File: config.mk
export PLATFORM = sky130hd
export DESIGN_NAME = dmem_arbiter
export DESIGN_NICKNAME = d
export VERILOG_FILES = /design/src/rtl/dmem_arbiter.sv
export SDC_FILE = /design/constraint.sdc
export NUM_CORES = 1
export LEC_CHECK = 0
export ABC_AREA = 1
export BUFFER_PORTS_ARGS = -buffer_cell sky130_fd_sc_hd__buf_4
export CORE_MARGIN = 10
export CORE_UTILIZATION = 32
export CTS_CLUSTER_DIAMETER = 60
export DETAILED_ROUTE_END_ITERATION = 8
export PLACE_DENSITY = 0.72
export RECOVER_POWER = 50
export SLEW_MARGIN = 20
export SYNTH_ARGS = -nofsm -noshare
export SYNTH_HDL_FRONTEND = slang
export SYNTH_SLANG_ARGS = --single-unit
File: constraint.sdc
create_clock -name clk -period 1.33 [get_ports clk]
set_clock_uncertainty 0.2 [all_clocks]
set_input_delay 0.266 -clock clk [delete_from_list [all_inputs] [get_ports clk]]
set_output_delay 0.266 -clock clk [all_outputs]
set_load 0.02 [all_outputs]
File: src/rtl/dmem_arbiter.sv
// Two-requester data-memory arbiter: IDLE -> ACCESS (grant + memory strobe) -> RESP.
// Define DMEM_ARB_ROUND_ROBIN_EN for round-robin tie-breaking; default is fixed priority to requester 0.
module dmem_arbiter #(
    parameter int NREQ      = 2,
    parameter int MEM_WORDS = 16
) (
    input  logic            clk,
    input  logic            reset,
    input  logic [NREQ-1:0] req,
    input  logic [NREQ-1:0] we,
    input  logic [31:0]     addr0,
    input  logic [31:0]     addr1,
    input  logic [31:0]     wdata0,
    input  logic [31:0]     wdata1,
    output logic [NREQ-1:0] gnt,
    output logic [NREQ-1:0] rspValid,
    output logic            rspErr,
    output logic [31:0]     rdata,
    output logic [31:0]     memAddr,
    output logic [31:0]     memWriteData,
    output logic            memRead,
    output logic            memWrite,
    input  logic [31:0]     memReadData
);

    typedef enum logic [1:0] {IDLE, ACCESS, RESP} state_t;

    state_t      state;
    logic        win;
    logic        lat_win;
    logic        lat_we;
    logic        lat_err;
    logic [31:0] sel_addr;
    logic [31:0] sel_wdata;
    logic        sel_we;
    logic        in_range;

`ifdef DMEM_ARB_ROUND_ROBIN_EN
    logic last_gnt;

    // On a tie the requester that was not granted last wins.
    always_comb win = (req[0] && req[1]) ? ~last_gnt : ~req[0];
`else
    always_comb win = ~req[0];
`endif

    always_comb begin
        sel_addr  = win ? addr1  : addr0;
        sel_wdata = win ? wdata1 : wdata0;
        sel_we    = win ? we[1]  : we[0];
        in_range  = sel_addr < 32'(MEM_WORDS);
    end

    always_ff @(posedge clk) begin
        if (reset) begin
            state        <= IDLE;
            lat_win      <= 1'b0;
            lat_we       <= 1'b0;
            lat_err      <= 1'b0;
            gnt          <= '0;
            rspValid     <= '0;
            rspErr       <= 1'b0;
            rdata        <= '0;
            memAddr      <= '0;
            memWriteData <= '0;
            memRead      <= 1'b0;
            memWrite     <= 1'b0;
`ifdef DMEM_ARB_ROUND_ROBIN_EN
            last_gnt     <= 1'b1;
`endif
        end else begin
            // Pulse outputs and memory bus default to idle every cycle.
            gnt          <= '0;
            rspValid     <= '0;
            rspErr       <= 1'b0;
            rdata        <= '0;
            memAddr      <= '0;
            memWriteData <= '0;
            memRead      <= 1'b0;
            memWrite     <= 1'b0;
            case (state)
                ACCESS: begin
                    rspValid <= NREQ'(1) << lat_win;
                    rspErr   <= lat_err;
                    rdata    <= (!lat_we && !lat_err) ? memReadData : '0;
                    state    <= RESP;
                end
                default: begin
                    // IDLE and RESP both arbitrate, giving one access per two cycles.
                    if (|req) begin
                        state        <= ACCESS;
                        lat_win      <= win;
                        lat_we       <= sel_we;
                        lat_err      <= !in_range;
                        gnt          <= NREQ'(1) << win;
                        memAddr      <= in_range ? sel_addr : '0;
                        memWriteData <= sel_wdata;
                        memRead      <= in_range && !sel_we;
                        memWrite     <= in_range && sel_we;
`ifdef DMEM_ARB_ROUND_ROBIN_EN
                        last_gnt     <= win;
`endif
                    end else begin
                        state <= IDLE;
                    end
                end
            endcase
        end
    end

endmodule

==> impl_metrics.xml <==
<?xml version="1.0" encoding="UTF-8"?>
<metrics>
  <group name="status">
    <metric name="run_status" unit="">complete, but fails checks</metric>
    <metric name="failed_checks" unit="">negative setup slack</metric>
  </group>
  <group name="cts">
    <metric name="cts_tree" unit="">yes</metric>
    <metric name="cts_inserted_buffers" unit="">9</metric>
    <metric name="clockBufferDepth" unit="">2</metric>
    <metric name="root_buffer" unit="">clkbuf_8</metric>
    <metric name="clkLatencyLatePin" unit="ns">0.36</metric>
    <metric name="clock_pin_slew_worst_setup_and_hold_paths" unit="ns">0.11</metric>
    <metric name="cts_htree_levels" unit="">3</metric>
    <metric name="clock_sinks" unit="">108</metric>
  </group>
  <group name="power_and_ir_drop">
    <metric name="total_power" unit="W">0.00712</metric>
    <metric name="power_per_cell_area" unit="nW/µm²">940</metric>
    <metric name="power_leakage" unit="nW">3.98</metric>
    <metric name="power.ir.vdd_worst" unit="mV">0.708</metric>
  </group>
  <group name="synth">
    <metric name="syn_area" unit="µm²">3550</metric>
    <metric name="synth.yosys.warnings" unit="">0</metric>
    <metric name="synth.lib_cells_used.distinct" unit="">17</metric>
    <metric name="syn_inst" unit="">410</metric>
    <metric name="synth.yosys.seq_area_share" unit="%">61.0</metric>
    <metric name="synth.ff_latch_count" unit="">108</metric>
    <metric name="avgSynthCellArea" unit="µm²">8.65</metric>
  </group>
  <group name="timing">
    <metric name="period_share" unit="%">108</metric>
    <metric name="maxSlewViolCount" unit="">0</metric>
    <metric name="final.min_clock_period" unit="ns">1.44</metric>
    <metric name="grt_setup_unrepaired" unit="">true</metric>
    <metric name="fin_ws" unit="ns">-0.112</metric>
    <metric name="setup-violations-final" unit="">35</metric>
    <metric name="finalHoldViolations" unit="">0</metric>
    <metric name="hold-worst-slack" unit="ns">0.0212</metric>
    <metric name="fmax" unit="MHz">694</metric>
  </group>
  <group name="detailed_routing">
    <metric name="avgViaCountPerCell" unit="">4.24</metric>
    <metric name="post-route-drc-count" unit="">0</metric>
    <metric name="wirelength" unit="µm">16400</metric>
    <metric name="drt_pass1_iterations" unit="">4</metric>
    <metric name="routed-via-count" unit="">4108</metric>
    <metric name="antenna_violating_nets_remaining" unit="">0</metric>
    <metric name="wl_per_cell" unit="µm">16.9</metric>
    <metric name="initialDrtViolationCount" unit="">181</metric>
  </group>
  <group name="critical_path">
    <metric name="critical-path-top-delay-family" unit="">flip-flops</metric>
    <metric name="cp_data_arrival_time" unit="ns">1.51</metric>
    <metric name="setup.worst_path.start_class" unit="">flip-flop</metric>
    <metric name="crit_buf_inv" unit="">3</metric>
    <metric name="required" unit="ns">1.40</metric>
    <metric name="r2r_setup_slack" unit="ns">-0.11</metric>
    <metric name="crit-reg2reg-launch" unit="">state[1]$_SDFF_PP0_</metric>
    <metric name="cp_slowest_stage_delay" unit="ns">0.31</metric>
    <metric name="worst-setup-path-type" unit="">flip-flop to flip-flop</metric>
    <metric name="end_kind" unit="">flip-flop</metric>
    <metric name="cp_max_fo" unit="">8</metric>
    <metric name="crit-reg2reg-capture" unit="">memWriteData[24]$_SDFF_PP0_</metric>
    <metric name="slowest_stage" unit="">dfxtp_1</metric>
    <metric name="cp_cell_sequence" unit="">inv_1, nand2_2, o21ai_4, nor2_4, buf_12, nand2_8, clkinv_8, a22o_1</metric>
    <metric name="worst-r2r-cell-count" unit="">8</metric>
  </group>
  <group name="layout">
    <metric name="most_used_cells_in_the_layout_excluding_fill_and_tap_cells" unit="">218 x buf_4, 106 x dlygate4sd3_1, 93 x nand2_1</metric>
    <metric name="final_design_area_no_fill" unit="µm²">7570</metric>
    <metric name="layoutNonFillerInstCount" unit="">970</metric>
    <metric name="layout-drive-gt1-share" unit="%">44.1</metric>
    <metric name="nets" unit="">987</metric>
    <metric name="layout.cells.most_common" unit="">buf_4</metric>
    <metric name="area_growth" unit="%">114</metric>
  </group>
  <group name="placed_design">
    <metric name="gp_congestion" unit="">0.840</metric>
    <metric name="dpl.cell_count" unit="">840</metric>
    <metric name="dp_hpwl" unit="µm">10400</metric>
    <metric name="post_dp_cell_area" unit="µm²">5860</metric>
    <metric name="io_buffers" unit="">268</metric>
    <metric name="pre_cts_slack" unit="ns">-0.426</metric>
  </group>
  <group name="global_routing">
    <metric name="grt_first_pass_wirelength" unit="µm">23400</metric>
    <metric name="via_count_of_the_first_global_routing_pass" unit="">4326</metric>
    <metric name="global_route.overflow_total" unit="">0</metric>
    <metric name="grtUsageTotal" unit="%">18.6</metric>
    <metric name="antenna_found_initial" unit="">4</metric>
    <metric name="grt_start_max_net_pins" unit="">33</metric>
  </group>
  <group name="floorplan">
    <metric name="initial_core_util" unit="%">32.7</metric>
    <metric name="fp.dieArea" unit="µm²">15700</metric>
    <metric name="fp.dieH" unit="µm">125</metric>
    <metric name="die_width" unit="µm">125</metric>
    <metric name="core" unit="µm²">10800</metric>
    <metric name="floorplan.rows" unit="">38</metric>
    <metric name="io_pins" unit="">269</metric>
  </group>
  <group name="worst_hold_path">
    <metric name="min-delay-start" unit="">reset</metric>
    <metric name="worstHoldPathCells" unit="">3</metric>
    <metric name="timing.hold.worst.class" unit="">input pin to flip-flop</metric>
    <metric name="holdPathEnd" unit="">state[1]$_SDFF_PP0_</metric>
  </group>
  <group name="job">
    <metric name="max_cap_viol_count" unit="">0</metric>
  </group>
</metrics>
==> worst min-delay path, cell delays in order <==
cell,delay [ns]
buf_4,0.10
buf_4,0.11
nor2_1,0.05
==> logic make-up after synthesis <==
group                  Yosys count  share of synthesized area, %
AO/OA/AOI/OAI                   40                          9.03
AND/OR/NAND/NOR                156                          17.1
other                            1                         0.106
flip-flops                     108                          61.0
multiplexers                     4                          1.13
buffers and inverters          101                          11.6
==> worst max-delay path by stage <==
stage	start	to	slack, ns	cells past startpoint
detailed placement	req[0]	memWriteData[20]$_SDFF_PP0_	-0.43	6
finish	state[1]$_SDFF_PP0_	memWriteData[24]$_SDFF_PP0_	-0.11	8
CTS	state[1]$_SDFF_PP0_	memWriteData[24]$_SDFF_PP0_	-0.07	7
global route	state[1]$_SDFF_PP0_	memWriteData[24]$_SDFF_PP0_	-0.17	8
global placement	req[0]	memAddr[0]$_SDFF_PP0_	-0.35	10
floorplan	req[0]	memAddr[0]$_SDFF_PP0_	-0.07	9
==> power by group <==
group / switching, W / internal [W] / total, W / leakage, nW
clock network: 0.00116 / 0.000885 / 0.00205 / 0.0976
logic: 0.000681 / 0.000916 / 0.00160 / 2.98
registers: 0.0000721 / 0.00340 / 0.00348 / 0.904
total: 0.00191 / 0.00521 / 0.00712 / 3.98
==> area by class of cell <==
cell class / instances / area (µm²)
multi-input combinational: 228 / 1150
antenna: 4 / 10.0
inverter: 86 / 360
timing repair buffer: 385 / 3420
clock inverter: 7 / 75.1
sequential: 108 / 2220
tap: 140 / 175
clock buffer: 9 / 124
fill: 780 / 3270
timing repair inverter: 3 / 36.3
==> flip-flops by register name, summed over array words and instances (netlist names) <==
| name | cells |
|---|---|
| lat_we | 1 |
| lat_err | 1 |
| memAddr | 32 |
| rspValid | 2 |
| rspErr | 1 |
| memWriteData | 32 |
| memRead | 1 |
| gnt | 2 |
| lat_win | 1 |
| rdata | 32 |
| memWrite | 1 |
| state | 2 |
==> synthesized netlist by cell type <==
cell type | instances | share of area (%)
nand2_1 | 98 | 10
o21ai_0 | 4 | 0.56
buf_6 | 3 | 0.95
clkbuf_1 | 3 | 0.32
nor2_1 | 49 | 5.2
mux2i_1 | 4 | 1.1
inv_2 | 3 | 0.32
inv_1 | 83 | 8.8
nand3_1 | 3 | 0.42
nor2_2 | 3 | 0.53
nand3_2 | 1 | 0.28
conb_1 | 1 | 0.11
o21ai_1 | 4 | 0.56
or2_2 | 2 | 0.35
buf_2 | 9 | 1.3
dfxtp_1 | 108 | 61
a22o_1 | 32 | 7.9
==> routing by layer <==
layer	global-route usage, %	routed length (µm)
met4	9.08	450
met3	4.22	983
met5	0	0
met1	18.4	6070
met2	35.6	8900
==> what timing repair did <==
action / CTS / global route
gates cloned: 2 / 1
resized for setup: 26 / 110
setup endpoints to repair: 42 / 126
pin swaps: 2 / 17
setup buffers: 0 / 1
hold buffers: 106 / 0
hold endpoints to repair: 70 / 0
==> per-stage QoR <==
stage / util, % / TNS [ns]
after detailed placement: 54.1 / -18.20
after floorplan: - / -0.852
final: 69.9 / -2.41
after CTS: 66.6 / -1.79
after global placement: 54.1 / -14.06
after global routing: 69.9 / -7.30
Power figures use the tool's default switching activity.
